===== src/rtl/mole_scheduler_if.sv =====
// Signal bundle between the game controller, its stimulus sources
// (tick divider, LFSR, switch edge detector) and the scoring path.
interface mole_scheduler_if;
  logic        start;
  logic        tick;
  logic [7:0]  rand_in;
  logic [7:0]  toggle;
  logic [7:0]  led;
  logic [3:0]  hit_amt;
  logic [3:0]  miss_amt;
  logic [3:0]  wrong_amt;
  logic [11:0] time_left;
  logic        busy;
  logic        game_over;

  modport master (
    output start, tick, rand_in, toggle,
    input  led, hit_amt, miss_amt, wrong_amt, time_left, busy, game_over
  );

  modport slave (
    input  start, tick, rand_in, toggle,
    output led, hit_amt, miss_amt, wrong_amt, time_left, busy, game_over
  );
endinterface


===== src/rtl/mole_scheduler.sv =====
// Whack-a-mole game controller: picks which moles are up, times them out,
// turns switch toggle pulses into hit / miss / wrong counts and owns the
// round timer and game-over condition. All outputs come straight from flops.
module mole_scheduler #(
  parameter int UP_TICKS   = 50,
  parameter int GAP_TICKS  = 10,
  parameter int GAME_TICKS = 3000,
  parameter int MAX_MOLES  = 3
) (
  input  logic            game_clk,
  input  logic            rst,
  mole_scheduler_if.slave bus
);

  localparam int UP_W  = $clog2(UP_TICKS + 1);
  localparam int GAP_W = $clog2(GAP_TICKS + 1);

  localparam logic [UP_W-1:0]  UP_LOAD   = UP_W'(UP_TICKS);
  localparam logic [UP_W-1:0]  UP_ONE    = UP_W'(1);
  localparam logic [GAP_W-1:0] GAP_LOAD  = GAP_W'(GAP_TICKS);
  localparam logic [GAP_W-1:0] GAP_ONE   = GAP_W'(1);
  localparam logic [11:0]      GAME_LOAD = 12'(GAME_TICKS);

  typedef enum logic [2:0] {
    ST_IDLE  = 3'd0,
    ST_SPAWN = 3'd1,
    ST_UP    = 3'd2,
    ST_GAP   = 3'd3,
    ST_OVER  = 3'd4
  } state_t;

  // Number of set bits in a byte; the result never exceeds 8.
  function automatic logic [3:0] popcount8(input logic [7:0] v);
    logic [3:0] c;
    c = 4'd0;
    for (int i = 0; i < 8; i++) begin
      c = c + {3'b000, v[i]};
    end
    return c;
  endfunction

  // Keep only the lowest MAX_MOLES set bits of a candidate mole mask.
  function automatic logic [7:0] keep_lowest(input logic [7:0] v);
    logic [7:0] r;
    int         n;
    r = 8'h00;
    n = 0;
    for (int i = 0; i < 8; i++) begin
      if (v[i] && (n < MAX_MOLES)) begin
        r[i] = 1'b1;
        n    = n + 1;
      end else begin
        r[i] = 1'b0;
      end
    end
    return r;
  endfunction

  state_t           state_q, state_d;
  logic [7:0]       led_q, led_d;
  logic [3:0]       hit_amt_q, hit_amt_d;
  logic [3:0]       miss_amt_q, miss_amt_d;
  logic [3:0]       wrong_amt_q, wrong_amt_d;
  logic [11:0]      time_left_q, time_left_d;
  logic             busy_q, busy_d;
  logic             game_over_q, game_over_d;
  logic [UP_W-1:0]  up_cnt_q, up_cnt_d;
  logic [GAP_W-1:0] gap_cnt_q, gap_cnt_d;
  logic [2:0]       spawn_cnt_q, spawn_cnt_d;

  logic       in_round_s;
  logic       round_end_s;
  logic [7:0] remaining_s;
  logic [7:0] spawn_raw_s;

  // An all-zero random byte still has to put a mole up, so fall back to a
  // walking single bit driven by the spawn counter.
  assign in_round_s  = (state_q == ST_SPAWN) || (state_q == ST_UP) || (state_q == ST_GAP);
  assign round_end_s = in_round_s && bus.tick && (time_left_q == 12'd1);
  assign remaining_s = led_q & ~bus.toggle;
  assign spawn_raw_s = (bus.rand_in == 8'h00) ? (8'h01 << spawn_cnt_q) : bus.rand_in;

  // Next-state and next-output logic; round end outranks mole and gap timers.
  always_comb begin
    state_d     = state_q;
    led_d       = led_q;
    hit_amt_d   = 4'd0;
    miss_amt_d  = 4'd0;
    wrong_amt_d = 4'd0;
    time_left_d = time_left_q;
    up_cnt_d    = up_cnt_q;
    gap_cnt_d   = gap_cnt_q;
    spawn_cnt_d = spawn_cnt_q;

    if (in_round_s) begin
      hit_amt_d   = popcount8(bus.toggle & led_q);
      wrong_amt_d = popcount8(bus.toggle & ~led_q);
      if (bus.tick) begin
        time_left_d = time_left_q - 12'd1;
      end else begin
        time_left_d = time_left_q;
      end
    end else begin
      hit_amt_d   = 4'd0;
      wrong_amt_d = 4'd0;
    end

    case (state_q)
      ST_IDLE, ST_OVER: begin
        led_d = 8'h00;
        if (bus.start) begin
          state_d     = ST_SPAWN;
          time_left_d = GAME_LOAD;
        end else begin
          state_d = state_q;
        end
      end
      ST_SPAWN: begin
        spawn_cnt_d = spawn_cnt_q + 3'd1;
        if (round_end_s) begin
          state_d = ST_OVER;
          led_d   = 8'h00;
        end else begin
          state_d  = ST_UP;
          led_d    = keep_lowest(spawn_raw_s);
          up_cnt_d = UP_LOAD;
        end
      end
      ST_UP: begin
        led_d = remaining_s;
        if (bus.tick) begin
          up_cnt_d = up_cnt_q - UP_ONE;
        end else begin
          up_cnt_d = up_cnt_q;
        end
        if (round_end_s) begin
          state_d    = ST_OVER;
          led_d      = 8'h00;
          miss_amt_d = popcount8(remaining_s);
        end else if (bus.tick && (up_cnt_q == UP_ONE)) begin
          state_d    = ST_GAP;
          led_d      = 8'h00;
          miss_amt_d = popcount8(remaining_s);
          gap_cnt_d  = GAP_LOAD;
        end else if (remaining_s == 8'h00) begin
          state_d   = ST_GAP;
          gap_cnt_d = GAP_LOAD;
        end else begin
          state_d = state_q;
        end
      end
      ST_GAP: begin
        led_d = 8'h00;
        if (bus.tick) begin
          gap_cnt_d = gap_cnt_q - GAP_ONE;
        end else begin
          gap_cnt_d = gap_cnt_q;
        end
        if (round_end_s) begin
          state_d = ST_OVER;
        end else if (bus.tick && (gap_cnt_q == GAP_ONE)) begin
          state_d = ST_SPAWN;
        end else begin
          state_d = state_q;
        end
      end
      default: begin
        state_d = ST_IDLE;
        led_d   = 8'h00;
      end
    endcase

    busy_d      = (state_d == ST_SPAWN) || (state_d == ST_UP) || (state_d == ST_GAP);
    game_over_d = (state_d == ST_OVER);
  end

  // State and output registers; reset aborts any round and goes dark at once.
  always_ff @(posedge game_clk) begin
    if (rst) begin
      state_q     <= ST_IDLE;
      led_q       <= 8'h00;
      hit_amt_q   <= 4'd0;
      miss_amt_q  <= 4'd0;
      wrong_amt_q <= 4'd0;
      time_left_q <= 12'd0;
      busy_q      <= 1'b0;
      game_over_q <= 1'b0;
      up_cnt_q    <= '0;
      gap_cnt_q   <= '0;
      spawn_cnt_q <= 3'd0;
    end else begin
      state_q     <= state_d;
      led_q       <= led_d;
      hit_amt_q   <= hit_amt_d;
      miss_amt_q  <= miss_amt_d;
      wrong_amt_q <= wrong_amt_d;
      time_left_q <= time_left_d;
      busy_q      <= busy_d;
      game_over_q <= game_over_d;
      up_cnt_q    <= up_cnt_d;
      gap_cnt_q   <= gap_cnt_d;
      spawn_cnt_q <= spawn_cnt_d;
    end
  end

  assign bus.led       = led_q;
  assign bus.hit_amt   = hit_amt_q;
  assign bus.miss_amt  = miss_amt_q;
  assign bus.wrong_amt = wrong_amt_q;
  assign bus.time_left = time_left_q;
  assign bus.busy      = busy_q;
  assign bus.game_over = game_over_q;

endmodule


===== src/flat_wrapper.sv =====
// flat-port wrapper written by rule: the top's interface ports become plain ports
module mole_scheduler_flat 
#(
  parameter int UP_TICKS   = 50,
  parameter int GAP_TICKS  = 10,
  parameter int GAME_TICKS = 3000,
  parameter int MAX_MOLES  = 3
)
  (game_clk, rst, bus_start, bus_tick, bus_rand_in, bus_toggle, bus_led, bus_hit_amt, bus_miss_amt, bus_wrong_amt, bus_time_left, bus_busy, bus_game_over);
  mole_scheduler_if bus_i ();
  input  logic game_clk;
  input  logic rst;
  input wire logic [$bits(bus_i.start)-1:0] bus_start;
  input wire logic [$bits(bus_i.tick)-1:0] bus_tick;
  input wire logic [$bits(bus_i.rand_in)-1:0] bus_rand_in;
  input wire logic [$bits(bus_i.toggle)-1:0] bus_toggle;
  output wire logic [$bits(bus_i.led)-1:0] bus_led;
  output wire logic [$bits(bus_i.hit_amt)-1:0] bus_hit_amt;
  output wire logic [$bits(bus_i.miss_amt)-1:0] bus_miss_amt;
  output wire logic [$bits(bus_i.wrong_amt)-1:0] bus_wrong_amt;
  output wire logic [$bits(bus_i.time_left)-1:0] bus_time_left;
  output wire logic [$bits(bus_i.busy)-1:0] bus_busy;
  output wire logic [$bits(bus_i.game_over)-1:0] bus_game_over;
  assign bus_i.start = bus_start;
  assign bus_i.tick = bus_tick;
  assign bus_i.rand_in = bus_rand_in;
  assign bus_i.toggle = bus_toggle;
  assign bus_led = bus_i.led;
  assign bus_hit_amt = bus_i.hit_amt;
  assign bus_miss_amt = bus_i.miss_amt;
  assign bus_wrong_amt = bus_i.wrong_amt;
  assign bus_time_left = bus_i.time_left;
  assign bus_busy = bus_i.busy;
  assign bus_game_over = bus_i.game_over;
  mole_scheduler #(.UP_TICKS(UP_TICKS), .GAP_TICKS(GAP_TICKS), .GAME_TICKS(GAME_TICKS), .MAX_MOLES(MAX_MOLES)) u_core (.game_clk(game_clk), .rst(rst), .bus(bus_i));
endmodule

===== config.mk =====
export PLATFORM = sky130hd
export DESIGN_NAME = mole_scheduler_flat
export DESIGN_NICKNAME = d
export VERILOG_FILES = /design/src/rtl/mole_scheduler_if.sv /design/src/rtl/mole_scheduler.sv /design/src/flat_wrapper.sv
export SDC_FILE = /design/constraint.sdc
export NUM_CORES = 1
export LEC_CHECK = 0
export BUFFER_PORTS_ARGS = -buffer_cell sky130_fd_sc_hd__clkbuf_2
export CAP_MARGIN = 10
export CORE_MARGIN = 1.5
export CORE_UTILIZATION = 61
export CTS_CLUSTER_SIZE = 20
export DETAILED_ROUTE_END_ITERATION = 8
export PLACE_DENSITY = 0.83
export SLEW_MARGIN = 10
export SYNTH_ARGS = -nofsm -noshare
export SYNTH_HDL_FRONTEND = slang
export SYNTH_SLANG_ARGS = --single-unit

===== constraint.sdc =====
create_clock -name game_clk -period 9.6 [get_ports game_clk]
set_input_delay 1.44 -clock game_clk [delete_from_list [all_inputs] [get_ports game_clk]]
set_output_delay 1.44 -clock game_clk [all_outputs]
set_load 0.02 [all_outputs]

==> reports/results.tsv <==
stage	metric	value	unit
worst_setup_path	crit_arrival	6.72	ns
clock_network	cts-root-buf	clkbuf_8	
clock_network	cts_buffers	5	
sta	clock-skew-final	0.00471	ns
clock_network	cts_buffer_depth	2	
floorplan	die_x	76.3	microns
layout	final_cells	501	
floorplan	die_area	0.00582	sq mm
worst_setup_path	r2r_end	u_core.bus.led[7]$_SDFF_PP0_	
worst_setup_path	reg2regPathDepth	20	
worst_setup_path	cp_slowest_cell	xnor3_1	
yosys	synth.avg_cell_area	8.66	sq um
clock_network	post_cts_buffers	0	
worst_setup_path	critPathKind	primary input to flop	
sta	max_clock_freq	0.152	GHz
yosys	async_reset_ff_share	0	%
floorplan	ios	54	
clock_network	cts_sinks	50	
yosys	syn-num-nets	439	
worst_setup_path	critPathMaxStageDelay	0.52	ns
sta	rsz0062_at_grt	no	
worst_setup_path	rr_startpoint	u_core.spawn_cnt_q[0]$_SDFFE_PP0P_	
clock_network	cts_resized	0	
worst_setup_path	path_depth	26	
global_route	grt_pass1_wl	11800	microns
yosys	synth_enable_flop_cells	0	
routing	avgViaCountPerCell	5.54	
layout	finalNetCount	491	
worst_setup_path	cpLargestDelayFamily	simple AND/OR/NAND/NOR gates	
yosys	yosysSeqAreaShare	30.6	%
clock_network	cts_hold_buf	0	
sta	fin_hold_ws	0.505	ns
worst_setup_path	startpoint_type	primary input	
routing	drtAntennaViolNets	0	
routing	vias	2778	
worst_setup_path	reg2reg_slack	4.45	ns
layout	drive_gt1_share	16.7	%
yosys	ys_warn_count	0	
routing	postRouteWirelength	6880	microns
power	leakage	1.68	nW
yosys	yosysUniqueCellTypes	56	
worst_setup_path	path_max_fanout	9	
sta	max-slew-margin-rel	43.2	%
global_route	overflow	0	
yosys	synthesis.area	0.00327	sq mm
worst_setup_path	endpoint_kind	flop	
sta	report.final.hold_viol_count	0	
clock_network	cts_max_level	2	
yosys	yosys_register_bits	50	
worst_setup_path	crit_path_start	bus_rand_in[5]	
power	peakVddDrop	0.101	mV
min_path	hold_class	flop to flop	
placed_design	io_buffers	53	
global_route	grt_pass1_vias	2705	
routing	post_drt_wl_per_cell	13.7	microns
routing	dr.first_iter.drc_count	125	
worst_setup_path	cp.buffers_inverters	2	
global_route	track_usage	24.6	%
routing	drc	0	
sta	finalSetupTns	0	ns
layout	areaGrowthSynthToFinish	14.2	%
layout	diodes	0	
yosys	ys.flop_type	dfxtp_1	
global_route	antenna_found_initial	0	
placed_design	dp_hpwl	5440	microns
placed_design	place_inst	493	
floorplan	core	0.00514	sq mm
layout	utilization	72.8	%
clock_network	clk_pin_slew	0.09	ns
run_status	status	completed	
sta	min_period	6.56	ns
worst_setup_path	endpoint	u_core.bus.led[7]$_SDFF_PP0_	
worst_setup_path	critPathRequiredTime	9.76	ns
global_route	grt_start_max_net_pins	28	
routing	drt_pass1_iterations	4	
sta	worst-slew-pin-transition	0.846	ns
yosys	postSynthCellCount	378	
floorplan	die_h	76.3	microns
sta	post-route-period-util	68.4	%
floorplan	rows	26	
sta	drv_slew	0	
flow_run	maxCapViolCount	0	
power	powerDensity	161	mW/mm^2
clock_network	cts_tree	done	
placed_design	gp_congestion	0.863	
sta	setup_ws	3.04	ns
floorplan	initial_core_util	63.7	%
clock_network	clk_latency	0.30	ns
sta	finalSetupViolCount	0	
placed_design	dpl_worst_slack	2.79	ns
-- cell type report --
cell class                      count  area (sq um)
Fill cell                         427          1400
Clock inverter                      2          60.1
Sequential cell                    50          1000
Inverter                           40           150
Timing Repair Buffer               53           265
Multi-Input combinational cell    280          2090
Clock buffer                        6          82.6
Tap cell                           70          87.6
-- worst reg2reg max path, stage by stage, from the launching register on --
cell and delay [ns]:
dfxtp_1 0.40, inv_1 0.09, ha_1 0.22, a21o_1 0.21, fa_1 0.64, ha_1 0.28, nor2_1 0.09, nor4bb_1 0.47
nor2_1 0.11, ha_1 0.23, nor2b_1 0.12, a41o_1 0.35, o31ai_1 0.14, ha_1 0.21, nor2_1 0.25, xnor3_1 0.52
ha_1 0.22, nor2_1 0.18, nand2_1 0.08, nor3_1 0.14, a311oi_1 0.07
-- flip-flops by register name, summed over array words and instances, names as in the netlist --
register and cells:
u_core.bus.wrong_amt 4, u_core.spawn_cnt_q 3, u_core.bus.led 8, u_core.gap_cnt_q 4, u_core.up_cnt_q 6, u_core.bus.time_left 12
u_core.bus.hit_amt 4, u_core.bus.busy 1, u_core.bus.game_over 1, u_core.bus.miss_amt 4, u_core.state_q 3
-- per-stage QoR --
stage          instance area (sq um)  power (mW)
5_1_grt                         3740       0.639
3_5_place_dp                    3600       0.425
3_3_place_gp                    3600       0.415
6_report                        3740       0.603
4_1_cts                         3740       0.606
2_1_floorplan                   3270       0.380
-- layer usage --
layer  global-route usage (%)  wire length, microns  vias to the layer above  share of wire, %
li1                         -                     -                     1395                 -
met1                     31.4                  3200                     1309                47
met2                     42.0                  3280                       61                48
met3                     3.83                   257                       13               3.7
met4                     9.26                   132                        0               1.9
met5                        0                     0                        -                 0
-- power breakdown --
| group | total (mW) | switching, mW | internal [mW] |
|---|---|---|---|
| sequential | 0.242 | 0.0169 | 0.225 |
| clock | 0.181 | 0.0700 | 0.111 |
| combinational | 0.180 | 0.104 | 0.0760 |
-- cells by family after synthesis --
| logic type | after synthesis | synth area share, % |
|---|---|---|
| simple gates | 153 | 25.4 |
| compound gates | 64 | 13.4 |
| flops | 50 | 30.6 |
| buf+inv | 48 | 5.50 |
| fa+ha+maj | 41 | 18.6 |
| xor+xnor | 20 | 5.77 |
| mux | 2 | 0.650 |
-- how the worst min path moves through the flow --
stage                                      from                          endpoint  slack [ns]  cells past startpoint
2_1_floorplan   u_core.up_cnt_q[1]$_SDFFE_PP0P_   u_core.up_cnt_q[1]$_SDFFE_PP0P_        0.48                      2
6_report        u_core.up_cnt_q[1]$_SDFFE_PP0P_   u_core.up_cnt_q[1]$_SDFFE_PP0P_        0.50                      2
3_3_place_gp    u_core.up_cnt_q[1]$_SDFFE_PP0P_   u_core.up_cnt_q[1]$_SDFFE_PP0P_        0.48                      2
3_5_place_dp    u_core.up_cnt_q[1]$_SDFFE_PP0P_   u_core.up_cnt_q[1]$_SDFFE_PP0P_        0.49                      2
5_1_grt        u_core.gap_cnt_q[0]$_SDFFE_PP0P_  u_core.gap_cnt_q[0]$_SDFFE_PP0P_        0.55                      2
4_1_cts         u_core.up_cnt_q[1]$_SDFFE_PP0P_   u_core.up_cnt_q[1]$_SDFFE_PP0P_        0.51                      2
-- synth_stat cells, types with 3 or more instances --
| cell type | n | area share (%) |
|---|---|---|
| nand3_1 | 7 | 1.1 |
| a21oi_1 | 21 | 3.2 |
| nor3b_1 | 5 | 1.1 |
| xor2_1 | 6 | 1.6 |
| and2_1 | 6 | 1.1 |
| nor3_1 | 10 | 1.5 |
| dfxtp_1 | 50 | 31 |
| nor4_1 | 6 | 1.1 |
| o21ai_1 | 4 | 0.61 |
| a31oi_1 | 4 | 0.76 |
| nor2_1 | 50 | 5.7 |
| nand4_1 | 4 | 0.76 |
| clkbuf_1 | 7 | 0.80 |
| o21ai_0 | 5 | 0.76 |
| ha_1 | 28 | 11 |
| inv_1 | 40 | 4.6 |
| nor2b_1 | 12 | 2.3 |
| nand2_1 | 20 | 2.3 |
| a211oi_1 | 3 | 0.69 |
| fa_1 | 13 | 7.9 |
| xnor2_1 | 13 | 3.5 |
| nand2b_1 | 15 | 2.9 |
| a21o_1 | 4 | 0.92 |
-- cells in the final DEF, fill, tap and decap left out, types with 5 or more instances in the layout --
cell type / n
a21oi_1: 21
and2_1: 6
clkbuf_2: 53
clkbuf_8: 6
dfxtp_1: 50
fa_1: 13
ha_1: 28
inv_1: 40
nand2_1: 20
nand2b_1: 15
nand3_1: 7
nor2_1: 50
nor2b_1: 12
nor3_1: 10
nor3b_1: 5
nor4_1: 6
o21ai_0: 5
xnor2_1: 13
xor2_1: 6
No activity file was read; power rests on OpenSTA's default activity.
